`config.mk`:
```
export PLATFORM = sky130hd
export DESIGN_NAME = reg_writeback_queue
export DESIGN_NICKNAME = d
export VERILOG_FILES = /design/src/rtl/reg_writeback_queue.sv
export SDC_FILE = /design/constraint.sdc
export NUM_CORES = 1
export LEC_CHECK = 0
export BUFFER_PORTS_ARGS = -buffer_cell sky130_fd_sc_hd__buf_4
export CORE_ASPECT_RATIO = 0.9
export CORE_MARGIN = 2
export CORE_UTILIZATION = 60
export DETAILED_ROUTE_END_ITERATION = 8
export PLACE_DENSITY = 0.85
export SETUP_SLACK_MARGIN = 0.4
export SLEW_MARGIN = 25
export SYNTH_ARGS = -nofsm -noshare
export SYNTH_HDL_FRONTEND = slang
export SYNTH_SLANG_ARGS = --single-unit
```
`constraint.sdc`:
```
create_clock -name clk -period 4.27 [get_ports clk]
set_input_delay 0.2135 -clock clk [delete_from_list [all_inputs] [get_ports clk]]
set_output_delay 0.2135 -clock clk [all_outputs]
set_load 0.02 [all_outputs]
```
`src/rtl/reg_writeback_queue.sv`:
```
// Writeback FIFO in front of the 16x16 register bank write port. It issues at most
// one write per cycle and forwards still-pending results to both operand lookups.
module reg_writeback_queue #(
  parameter int DATA_W = 16,
  parameter int ADDR_W = 4,
  parameter int DEPTH  = 4
) (
  input  logic              clk,
  input  logic              rst_n,
  input  logic              in_valid,
  output logic              in_ready,
  input  logic [ADDR_W-1:0] in_reg,
  input  logic [DATA_W-1:0] in_dado,
  input  logic              wr_stall,
  output logic              wr_en,
  output logic [ADDR_W-1:0] wr_reg,
  output logic [DATA_W-1:0] wr_dado,
  input  logic [ADDR_W-1:0] lk_regA,
  input  logic [ADDR_W-1:0] lk_regB,
  output logic              fwd_hitA,
  output logic [DATA_W-1:0] fwd_dataA,
  output logic              fwd_hitB,
  output logic [DATA_W-1:0] fwd_dataB,
  output logic [ADDR_W:0]   count
);

  localparam int              PTR_W    = (DEPTH > 1) ? $clog2(DEPTH) : 1;
  localparam logic [ADDR_W:0] FULL_CNT = (ADDR_W + 1)'(DEPTH);

  logic [ADDR_W-1:0] r_reg_mem [DEPTH];
  logic [DATA_W-1:0] r_dat_mem [DEPTH];
  logic [PTR_W-1:0]  r_head;
  logic [PTR_W-1:0]  r_tail;
  logic [ADDR_W:0]   r_count;
  logic              r_wr_en;
  logic [ADDR_W-1:0] r_wr_reg;
  logic [DATA_W-1:0] r_wr_dado;

  logic              w_full;
  logic              w_push;
  logic              w_pop;
  logic              w_hit_a;
  logic              w_hit_b;
  logic [DATA_W-1:0] w_dat_a;
  logic [DATA_W-1:0] w_dat_b;
  logic [PTR_W-1:0]  w_idx;
  logic              w_live;

  // in_ready ignores a same-edge pop, so a full queue never takes a push
  assign w_full = (r_count == FULL_CNT);
  assign w_push = in_valid && !w_full;
  assign w_pop  = (r_count != {(ADDR_W + 1){1'b0}}) && !wr_stall;

  // Entry storage, written at the tail on an accepted push
  always_ff @(posedge clk or negedge rst_n) begin
    if (!rst_n) begin
      for (int i = 0; i < DEPTH; i++) begin
        r_reg_mem[i] <= '0;
        r_dat_mem[i] <= '0;
      end
    end else if (w_push) begin
      r_reg_mem[r_tail] <= in_reg;
      r_dat_mem[r_tail] <= in_dado;
    end
  end

  // Head/tail pointers and occupancy count
  always_ff @(posedge clk or negedge rst_n) begin
    if (!rst_n) begin
      r_head  <= '0;
      r_tail  <= '0;
      r_count <= '0;
    end else begin
      if (w_push) begin
        r_tail <= r_tail + PTR_W'(1);
      end
      if (w_pop) begin
        r_head <= r_head + PTR_W'(1);
      end
      case ({w_push, w_pop})
        2'b10:   r_count <= r_count + (ADDR_W + 1)'(1);
        2'b01:   r_count <= r_count - (ADDR_W + 1)'(1);
        default: r_count <= r_count;
      endcase
    end
  end

  // Issue stage: wr_reg/wr_dado keep their last value while idle
  always_ff @(posedge clk or negedge rst_n) begin
    if (!rst_n) begin
      r_wr_en   <= 1'b0;
      r_wr_reg  <= '0;
      r_wr_dado <= '0;
    end else if (w_pop) begin
      r_wr_en   <= 1'b1;
      r_wr_reg  <= r_reg_mem[r_head];
      r_wr_dado <= r_dat_mem[r_head];
    end else begin
      r_wr_en   <= 1'b0;
    end
  end

  // Forwarding: walk oldest (issue stage) to newest (tail), later matches override
  always_comb begin
    w_hit_a = r_wr_en && (r_wr_reg == lk_regA);
    w_dat_a = w_hit_a ? r_wr_dado : {DATA_W{1'b0}};
    w_hit_b = r_wr_en && (r_wr_reg == lk_regB);
    w_dat_b = w_hit_b ? r_wr_dado : {DATA_W{1'b0}};
    w_idx   = r_head;
    w_live  = 1'b0;
    for (int i = 0; i < DEPTH; i++) begin
      w_idx   = r_head + PTR_W'(i);
      w_live  = ((ADDR_W + 1)'(i) < r_count);
      w_dat_a = (w_live && (r_reg_mem[w_idx] == lk_regA)) ? r_dat_mem[w_idx] : w_dat_a;
      w_hit_a = (w_live && (r_reg_mem[w_idx] == lk_regA)) ? 1'b1 : w_hit_a;
      w_dat_b = (w_live && (r_reg_mem[w_idx] == lk_regB)) ? r_dat_mem[w_idx] : w_dat_b;
      w_hit_b = (w_live && (r_reg_mem[w_idx] == lk_regB)) ? 1'b1 : w_hit_b;
    end
  end

  assign in_ready  = !w_full;
  assign wr_en     = r_wr_en;
  assign wr_reg    = r_wr_reg;
  assign wr_dado   = r_wr_dado;
  assign count     = r_count;
  assign fwd_hitA  = w_hit_a;
  assign fwd_dataA = w_dat_a;
  assign fwd_hitB  = w_hit_b;
  assign fwd_dataB = w_dat_b;

endmodule

```
==> impl_metrics.py <==
metrics = {
    "synthesis": {
        "yosys_warnings": 0,
        "async_flop_share_pct": 100,
        "synth-edff-count": 0,
        "ys.flop_type": "dfrtp_1",
        "yosysUniqueCellTypes": 44,
        "ys_ff_latch": 110,
        "syn_nets": 955,
        "avgSynthCellArea_um2": 9.07,
        "synth-seq-area-share_pct": 33.2,
        "syn-cell-area_um2": 8290,
        "synth_top_area_share_pct": 33.2,
        "ys_top_cells_by_area": "dfrtp_1 33%, mux2_2 16%, mux2i_1 5.2%, nand2_1 5.0%, o22ai_1 3.6%",
        "yosys.area.top_type": "dfrtp_1",
        "synthCells": 914,
    },
    "final_layout": {
        "nets": 994,
        "drive_gt1_share_pct": 27.7,
        "fill_cells": 1024,
        "n_antenna_cell": 0,
        "seqCellArea_um2": 2760,
        "multi_input_area_um2": 5100,
        "area_delta_synth_final_pct": 12.3,
        "largest_reg_flops": 64,
        "regMostFlops": "r_dat_mem",
        "layout_commonest_cell": "mux2_2",
        "mostFrequentLayoutCells": "118 x mux2_2, 109 x nand2_1, 108 x dfrtp_1",
    },
    "sta": {
        "min_period_ns": 3.71,
        "worst_pin_slew_ns": 0.979,
        "whs_ns": -0.0224,
        "fmax_mhz": 269,
        "finalSetupTns_ns": 0,
        "min_period_over_period_pct": 86.9,
        "finClkSkew_ns": 0.0110,
        "maxSlewViolCount": 0,
        "setup_viol": 0,
        "rsz0062_at_grt": "no",
        "max-slew-margin-rel_pct": 34.5,
        "hold_viol": 51,
    },
    "clocking": {
        "cts.htree.levels": 3,
        "clockBufferDepth": 2,
        "clk_latency_ns": 0.37,
        "cts_tree": "built",
        "clock-sinks": 110,
        "cts_made_buffers": 9,
        "cts.hold.buffers_added": 0,
        "clock-root-buffer": "clkbuf_16",
        "clk_pin_slew_worst_paths_ns": 0.08,
    },
    "drt": {
        "drtIter0Drc": 1039,
        "routed-via-count": 7226,
        "vias_per_cell": 6.42,
        "drcViolationCount": 0,
        "firstDrtPassIters": 6,
        "postRouteAntennaNets": 0,
        "routed_wl_mm": 22.3,
        "wl_per_cell_um": 19.8,
    },
    "critical_path": {
        "r2r_setup_slack_ns": 1.50,
        "cp_slowest_cell": "dfrtp_2",
        "worst_ep_required_time_ns": 4.06,
        "arrival_ns": 3.50,
        "worstPathCellList": "buf_6 -> inv_2 -> mux2_2 -> xor2_1 -> nand3_1 -> or2_1 -> o211a_1 -> o21ai_0 -> buf_4",
        "worst-path-buf-inv": 3,
        "cp_top_family": "buffers and inverters",
        "cp_max_fo": 70,
        "end_kind": "output pin",
        "worst-setup-path-type": "flop to output pin",
        "cp_slowest_stage_delay_ns": 0.57,
        "worst_setup_path_start_kind": "flop",
    },
    "global_routing": {
        "grt_usage_pct": 30.1,
        "overflow": 0,
        "antenna_found_initial": 0,
        "grt_pass1_vias": 6399,
        "grt_max_degree": 74,
        "grt_pass1_wl_mm": 34.5,
    },
    "floorplan": {
        "core_um2": 13400,
        "start_util_pct": 61.8,
        "die_h_um": 115,
        "ios": 93,
        "std_cell_rows": 40,
        "die_w_um": 128,
        "die-area_um2": 14800,
    },
    "placement": {
        "dp_hpwl_mm": 16.1,
        "port-buffer-count": 92,
        "globalplace.congestion": 0.993,
    },
    "hold_path": {
        "hold_class": "primary input to async pin",
    },
    "status": {
        "violations": "negative hold slack",
        "status": "finished with violations",
    },
    "run": {
        "maxCapViolCount": 0,
    },
}
[cell families after synthesis]
group | share of synthesized area (%)
compound gates | 17.0
xor+xnor | 5.39
fa+ha+maj | 1.36
buf+inv | 5.51
flops | 33.2
mux | 24.7
simple gates | 12.9
[metrics by stage]
stage / worst slack, ns / hold WS, ns / utilization (%) / cell area, um2 / std cells
3_5_place_dp: 0.811 / 0.399 / 66.7 / 8950 / 1109
6_report: 0.559 / -0.0224 / 69.4 / 9310 / 1126
2_1_floorplan: 1.59 / -0.0821 / - / 8290 / 914
4_1_cts: 0.413 / 0.00559 / 69.2 / 9280 / 1125
3_3_place_gp: 0.873 / 0.396 / 66.7 / 8950 / 1109
5_1_grt: 0.414 / 0.0581 / 69.4 / 9310 / 1126
[worst paths after layout]
check	from	endpoint	cells after the start
worst max-delay path	r_head[0]$_DFFE_PN0P_	fwd_dataB[2]	9
worst min-delay path	rst_n	r_reg_mem[5]$_DFFE_PN0P_	1
worst max register to register	count[0]$_DFFE_PN0P_	r_dat_mem[37]$_DFFE_PN0P_	7
worst min register to register	r_dat_mem[43]$_DFFE_PN0P_	r_dat_mem[43]$_DFFE_PN0P_	1
max in group asynchronous	rst_n	r_dat_mem[26]$_DFFE_PN0P_	2
min in group clk	in_dado[2]	r_dat_mem[50]$_DFFE_PN0P_	2
[final cells by class]
type                    count  share of cell area, %
inverters                  23                  0.927
repair buffers            108                   8.92
flip-flops and latches    110                   29.6
clock buffers               9                   2.42
well taps                 168                   2.26
multi-input cells         701                   54.8
clock inverters             7                   1.09
[repair_timing]
action / 4_1_cts / 5_1_grt
gates resized for setup: 0 / 2
endpoints found under the setup margin: 0 / 33
buffers inserted: 0 / 1
[worst reg2reg max path, cell delays in order (launching register included)]
cell	delay, ns
dfrtp_1	0.49
inv_1	0.10
ha_1	0.20
nor2b_1	0.13
nand3b_1	0.09
and2_1	0.42
nand2_1	0.69
mux2_2	0.53
[synthesized netlist by cell type, types with 17 or more instances]
library cell  count
mux2_2          118
dfrtp_1         110
nand2_1         110
o21ai_0          59
nor2_1           53
clkbuf_1         52
o22ai_1          48
mux2i_1          43
a21oi_1          39
xnor2_1          28
o21ai_1          25
nor3_1           23
xor2_1           23
inv_1            21
nand3_1          21
a21o_1           17
buf_2            17
or3_1            17
[per-layer routing]
metal | global-route usage [%] | vias up | part of all wire [%]
met1 | 45.6 | 3430 | 46
li1 | - | 3365 | -
met3 | 6.56 | 40 | 9.0
met5 | 0 | - | 0
met4 | 8.42 | 0 | 1.7
met2 | 43.8 | 391 | 43
Power is left out: the tool's default activity adds up to more than one toggle a clock period on the data nets, which glitch-free logic cannot reach.
